File: src/rtl/mem_array_arbiter_pkg.sv
`default_nettype none
// ------------------------------------------------------------------
// mem_array_arbiter_pkg : data width, arbiter FSM state type, index helper
// Revision 1.0
// ------------------------------------------------------------------
package mem_array_arbiter_pkg;

  localparam int BUSWIDTH = 8;

  typedef enum logic [1:0] {
    ARB_IDLE   = 2'd0,
    ARB_ACCESS = 2'd1,
    ARB_RESP   = 2'd2
  } arbState_t;

  function automatic int idx_width(input int n);
    return (n > 1) ? $clog2(n) : 1;
  endfunction

endpackage
`default_nettype wire

File: src/rtl/mem_array_arbiter_rr_picker.sv
`default_nettype none
// ------------------------------------------------------------------
// mem_array_arbiter_rr_picker : combinational winner select; round-robin
// from ptr+1, or lowest-index-wins when MEMARB_FIXED_PRI_EN is defined.
// Revision 1.0
// ------------------------------------------------------------------
module mem_array_arbiter_rr_picker
  import mem_array_arbiter_pkg::*;
#(
  parameter int NREQ = 2,
  parameter int IW   = idx_width(NREQ)
) (
  input  logic [NREQ-1:0] req,
`ifndef MEMARB_FIXED_PRI_EN
  input  logic [IW-1:0]   ptr,
`endif
  output logic [NREQ-1:0] winner_oh,
  output logic [IW-1:0]   winner_idx,
  output logic            any_req
);

  always_comb begin
    winner_oh  = '0;
    winner_idx = '0;
    any_req    = |req;
`ifdef MEMARB_FIXED_PRI_EN
    for (int k = NREQ - 1; k >= 0; k--) begin
      if (req[k]) begin
        winner_oh    = '0;
        winner_oh[k] = 1'b1;
        winner_idx   = IW'(k);
      end
    end
`else
    // Walk the search order backwards so the earliest candidate is the last write.
    for (int k = NREQ; k >= 1; k--) begin
      if (req[IW'((int'(ptr) + k) % NREQ)]) begin
        winner_oh  = '0;
        winner_idx = IW'((int'(ptr) + k) % NREQ);
        winner_oh[IW'((int'(ptr) + k) % NREQ)] = 1'b1;
      end
    end
`endif
  end

endmodule
`default_nettype wire

File: src/rtl/mem_array_arbiter.sv
`default_nettype none
// ------------------------------------------------------------------
// mem_array_arbiter : shares one memory array among NREQ requesters, one
// 3-cycle access at a time. MEMARB_FIXED_PRI_EN selects fixed priority.
// Revision 1.0
// ------------------------------------------------------------------
module mem_array_arbiter
  import mem_array_arbiter_pkg::*;
#(
  parameter int NREQ      = 2,
  parameter int ADDRWIDTH = 12
) (
  input  logic                     clk,
  input  logic                     resetN,
  input  logic [NREQ-1:0]          req,
  input  logic [NREQ-1:0]          rdNwr,
  input  logic [NREQ*ADDRWIDTH-1:0] reqAddr,
  input  logic [NREQ*BUSWIDTH-1:0] reqData,
  output logic [NREQ-1:0]          gnt,
  output logic [NREQ-1:0]          done,
  output logic [BUSWIDTH-1:0]      rdData,
  output logic [ADDRWIDTH-1:0]     Addr,
  output logic [BUSWIDTH-1:0]      DataIn,
  output logic                     rdEn,
  output logic                     wrEn,
  input  logic [BUSWIDTH-1:0]      DataOut
);

  localparam int IW = idx_width(NREQ);

  arbState_t             state, state_nxt;
  logic [NREQ-1:0]       pick_oh, own_oh;
  logic [IW-1:0]         pick_idx;
  logic                  pick_any;
  logic                  own_rd;
  logic [ADDRWIDTH-1:0]  own_addr;
  logic [BUSWIDTH-1:0]   own_data;
  logic [ADDRWIDTH-1:0]  addr_v [NREQ];
  logic [BUSWIDTH-1:0]   data_v [NREQ];
`ifndef MEMARB_FIXED_PRI_EN
  logic [IW-1:0]         ptr, own_idx;
`endif

  for (genvar i = 0; i < NREQ; i++) begin : g_unpack
    assign addr_v[i] = reqAddr[i*ADDRWIDTH +: ADDRWIDTH];
    assign data_v[i] = reqData[i*BUSWIDTH +: BUSWIDTH];
  end

  mem_array_arbiter_rr_picker #(
    .NREQ(NREQ)
  ) u_picker (
    .req        (req),
`ifndef MEMARB_FIXED_PRI_EN
    .ptr        (ptr),
`endif
    .winner_oh  (pick_oh),
    .winner_idx (pick_idx),
    .any_req    (pick_any)
  );

  // The request is captured only at the grant decision; later input changes are ignored.
  always_ff @(posedge clk or negedge resetN) begin
    if (!resetN) begin
      state    <= ARB_IDLE;
      own_oh   <= '0;
      own_rd   <= 1'b0;
      own_addr <= '0;
      own_data <= '0;
      done     <= '0;
      rdData   <= '0;
    end else begin
      state <= state_nxt;
      done  <= '0;
      if (state == ARB_IDLE && pick_any) begin
        own_oh   <= pick_oh;
        own_rd   <= rdNwr[pick_idx];
        own_addr <= addr_v[pick_idx];
        own_data <= data_v[pick_idx];
      end
      if (state == ARB_RESP) begin
        done <= own_oh;
        if (own_rd) rdData <= DataOut;
      end
    end
  end

`ifndef MEMARB_FIXED_PRI_EN
  // Pointer resets to the last requester so requester 0 is searched first.
  always_ff @(posedge clk or negedge resetN) begin
    if (!resetN) begin
      ptr     <= IW'(NREQ - 1);
      own_idx <= '0;
    end else begin
      if (state == ARB_IDLE && pick_any) own_idx <= pick_idx;
      if (state == ARB_RESP) ptr <= own_idx;
    end
  end
`endif

  always_comb begin
    state_nxt = state;
    gnt       = '0;
    Addr      = '0;
    DataIn    = '0;
    rdEn      = 1'b0;
    wrEn      = 1'b0;
    case (state)
      ARB_IDLE: begin
        if (pick_any) state_nxt = ARB_ACCESS;
      end
      ARB_ACCESS: begin
        state_nxt = ARB_RESP;
        gnt       = own_oh;
        Addr      = own_addr;
        DataIn    = own_data;
        rdEn      = own_rd;
        wrEn      = ~own_rd;
      end
      ARB_RESP: begin
        state_nxt = ARB_IDLE;
        gnt       = own_oh;
      end
      default: state_nxt = ARB_IDLE;
    endcase
  end

endmodule
`default_nettype wire

File: config.mk
export PLATFORM = sky130hd
export DESIGN_NAME = mem_array_arbiter
export DESIGN_NICKNAME = d
export VERILOG_FILES = /design/src/rtl/mem_array_arbiter_pkg.sv /design/src/rtl/mem_array_arbiter_rr_picker.sv /design/src/rtl/mem_array_arbiter.sv
export SDC_FILE = /design/constraint.sdc
export NUM_CORES = 1
export LEC_CHECK = 0
export CAP_MARGIN = 30
export CELL_PAD_IN_SITES_DETAIL_PLACEMENT = 1
export CELL_PAD_IN_SITES_GLOBAL_PLACEMENT = 1
export CORE_MARGIN = 5
export CORE_UTILIZATION = 31
export CTS_CLUSTER_SIZE = 24
export DETAILED_ROUTE_END_ITERATION = 8
export GPL_ROUTABILITY_DRIVEN = 0
export MAX_ROUTING_LAYER = met4
export PLACE_DENSITY = 0.93
export SLEW_MARGIN = 0
export SYNTH_ARGS = -nofsm -noshare
export SYNTH_HDL_FRONTEND = slang
export SYNTH_SLANG_ARGS = --single-unit
File: constraint.sdc
create_clock -name clk -period 3.6 [get_ports clk]
set_input_delay 0.72 -clock clk [delete_from_list [all_inputs] [get_ports clk]]
set_output_delay 0.72 -clock clk [all_outputs]
set_load 0.02 [all_outputs]
==> flow_metrics.py <==
metrics = {
    "run_status": {
        "run_status": "completed",
    },
    "critical_path": {
        "critical_path_class": "reg2out",
        "critPathCaptureType": "output pin",
        "cp.buffers_inverters": 2,
        "crit_slowest_cell": "sky130_fd_sc_hd__clkdlybuf4s50_1",
        "worstPathCellList": "inv_1 -> ha_1 -> and2_1 -> clkdlybuf4s50_1",
        "critical_path_arrival_ns": 2.25,
        "cp-start-kind": "register",
        "worst_path_max_stage_delay_ns": 0.62,
        "crit_fanout": 22,
        "critical_path.top_delay_family": "buffers and inverters",
        "required_time_at_the_worst_slack_endpoint_ns": 2.88,
    },
    "routing": {
        "routed_wirelength_um": 4699,
        "wl_per_cell_um": 14.73,
        "vias": 1434,
        "first_iter_violations": 30,
        "routed_via_density": 4.495,
        "remaining_drc_errors": 0,
        "iteration_count_of_the_initial_detailed_routing_pass": 4,
        "final_antenna_net_count": 0,
    },
    "floorplan": {
        "die_width_um": 85.06,
        "row_count": 27,
        "initial_utilization": 0.3172,
        "die_area_um2": 7235,
        "io_pins": 88,
        "design.core.area_um2": 5507,
        "die_height_um": 85.06,
    },
    "timing": {
        "finalMaxSlewViolations": 0,
        "setup_violations": 0,
        "worst_pin_slew_ns": 0.8146,
        "finalHoldWorstSlack_ns": 0.4795,
        "grt_setup_unrepaired": "false",
        "headroom_to_the_max_slew_limit": 0.4569,
        "shortest_period_the_worst_path_allows_ns": 2.974,
        "fin_crit_sh": 0.8261,
        "achievable-frequency_ghz": 0.3363,
        "report.final.hold_viol_count": 0,
        "worst_slack_ns": 0.6261,
        "clock-skew-final_ns": 0.005171,
        "setup-tns-final_ns": 0,
    },
    "logic_synthesis": {
        "post_synth_mux_area_share": 0.1848,
        "synth_xor_xnor_area_share": 0,
        "synth_common_cells": "sky130_fd_sc_hd__dfrtp_1 (35), sky130_fd_sc_hd__nand2_1 (24), sky130_fd_sc_hd__and2_1 (23)",
        "synth_cells": 160,
        "synth-seq-cells": 36,
        "synth.top_cells.by_area": "sky130_fd_sc_hd__dfrtp_1 (50%), sky130_fd_sc_hd__mux2i_1 (12%), sky130_fd_sc_hd__and2_1 (8.2%), sky130_fd_sc_hd__mux2_2 (6.4%), sky130_fd_sc_hd__o21ai_1 (5.4%)",
        "ys.flop_type": "sky130_fd_sc_hd__dfrtp_1",
        "synth_fa_ha_area_frac": 0.02865,
        "async_reset_ff_frac": 1.000,
        "netlist.top_cell.by_area": "sky130_fd_sc_hd__dfrtp_1",
        "yosysSeqAreaShare": 0.5165,
        "synthesis.area_um2": 1747,
        "combinational_family_with_the_most_area_after_synthesis": "multiplexers",
        "post_synth_edffs": 0,
        "post_synth_num_cell_types": 23,
        "post_synth.cell_area_avg_um2": 10.92,
        "synth_top_area_share": 0.5014,
        "yosys_warnings": 0,
        "synth-compound-area-share": 0.07665,
        "yosysMostFrequentCell": "sky130_fd_sc_hd__dfrtp_1",
        "yosys.area_share.simple": 0.1433,
    },
    "clock_network": {
        "clkTransAtPathRegs_ns": 0.07,
        "cts_max_path_bufs": 2,
        "root_buffer": "sky130_fd_sc_hd__clkbuf_8",
        "h_tree_level_count": 2,
        "worst_skew_pair.late_latency_ns": 0.28,
        "cts_setup_buffers": 0,
        "holdBufCountCts": 0,
        "cts_buffers": 5,
        "clock_sinks": 36,
        "tritoncts": "built",
        "cts-resized-gates": 0,
    },
    "placed_design": {
        "quantity_of_i_o_buffers_inserted_on_ports": 86,
        "hpwl_um": 3663,
        "setup_slack_placement_ns": 0.8849,
        "numPlacedInstances": 311,
    },
    "cells_and_area": {
        "stdcell_count": 319,
        "share_of_cells_above_drive_strength_1": 0.09312,
        "antenna_cells": 0,
        "flow.area_growth_from_synthesis_pct": 57.88,
        "layout.nets": 304,
    },
    "pwr": {
        "power-per-cell-area_nw_per_um2": 761.5,
        "p_sw_frac": 0.3713,
        "p_leak_nw": 1.235,
        "design_power_total_mw": 2.100,
        "cellInternalPower_mw": 1.320,
        "clock_power_share": 0.166,
        "power_frac_comb": 0.501,
        "pwr-share-seq": 0.333,
        "switching_power_mw": 0.7797,
        "vdd_drop_max_v": 0.0003229,
    },
    "min_path": {
        "timing.hold.worst.class": "reg2reg",
    },
    "global_route": {
        "grt_overflow": 0,
        "grt_start_max_net_pins": 37,
        "grt_usage": 0.1409,
        "grt_antenna_before_repair": 0,
        "wire_length_of_the_first_global_routing_pass_um": 7866,
        "first_global_vias": 1586,
    },
    "flow_run": {
        "drv.max_cap_violation_count": 0,
    },
}
sequential cells by signal (all words and copies together) (netlist names):
signal / flops
own_addr: 12
own_data: 8
rdData: 8
done: 2
state: 2
own_idx: 1
own_oh: 1
own_rd: 1
ptr: 1
per-layer routing:
| metal | global-route usage | up-vias | share of wire |
|---|---|---|---|
| li1 | - | 696 | - |
| met1 | 0.1748 | 669 | 0.44 |
| met2 | 0.2218 | 65 | 0.48 |
| met3 | 0.04078 | 4 | 0.072 |
| met4 | 0.04317 | 0 | 0.0074 |
| met5 | - | - | 0 |
through the flow:
stage / utilization / instance area, um2
3_5_place_dp: 0.4806 / 2646
4_1_cts: 0.5008 / 2758
6_report: 0.5008 / 2758
5_1_grt: 0.5008 / 2758
2_1_floorplan: - / 1750
3_3_place_gp: 0.4806 / 2646
cell usage in the layout, fill, tap and decap left out, types with 4 or more instances in the layout:
cell                              count
sky130_fd_sc_hd__and2_1              23
sky130_fd_sc_hd__clkbuf_8             5
sky130_fd_sc_hd__clkdlybuf4s50_1     85
sky130_fd_sc_hd__dfrtp_1             35
sky130_fd_sc_hd__ha_1                 4
sky130_fd_sc_hd__mux2_2              10
sky130_fd_sc_hd__mux2i_1             21
sky130_fd_sc_hd__nand2_1             24
sky130_fd_sc_hd__o21ai_1             19
path summary, 6_finish.rpt:
path | startpoint | endpoint | slack [ns] | cells after the start
setup / recovery | state[1] | Addr[2] | 0.63 | 4
hold / removal | own_addr[10] | own_addr[10] | 0.48 | 2
setup reg to reg | ptr | own_data[0] | 1.72 | 4
hold reg to reg | own_addr[10] | own_addr[10] | 0.48 | 2
max in group asynchronous | resetN | own_data[0] | 2.56 | 1
min in group asynchronous | resetN | rdData[4] | 0.52 | 1
kinds of logic (layout without fill, tap and decap cells):
group | after synthesis | after routing
buf+inv | 13 | 99
flops | 36 | 36
compound gates | 25 | 25
fa+ha+maj | 4 | 4
other cells | 1 | 2
mux | 31 | 31
simple gates | 50 | 50
final cells by class:
| type | instances | area (um2) |
|---|---|---|
| clock inverters | 3 | 42.54 |
| multi-input cells | 112 | 772.0 |
| flip-flops and latches | 36 | 902.1 |
| clock buffers | 5 | 68.82 |
| fillers | 604 | 2749 |
| repair buffers | 88 | 870.8 |
| inverters | 3 | 11.26 |
| well taps | 72 | 90.09 |
power by group through the flow:
stage | logic [mW] | registers [mW] | clock network, mW
3_5_place_dp | 1.08 | 0.705 | 0
5_1_grt | 1.16 | 0.725 | 0.386
6_report | 1.05 | 0.698 | 0.349
3_3_place_gp | 1.04 | 0.695 | 0
2_1_floorplan | 0.583 | 0.740 | 0
4_1_cts | 1.08 | 0.700 | 0.361
worst reg2reg max path, stage by stage, from the launching register on:
cell and delay (ns):
sky130_fd_sc_hd__dfstp_2 0.54, sky130_fd_sc_hd__nand2b_1 0.50, sky130_fd_sc_hd__buf_4 0.38, sky130_fd_sc_hd__mux2i_1 0.24, sky130_fd_sc_hd__o21ai_1 0.08
(Power assumes the default switching activity.)
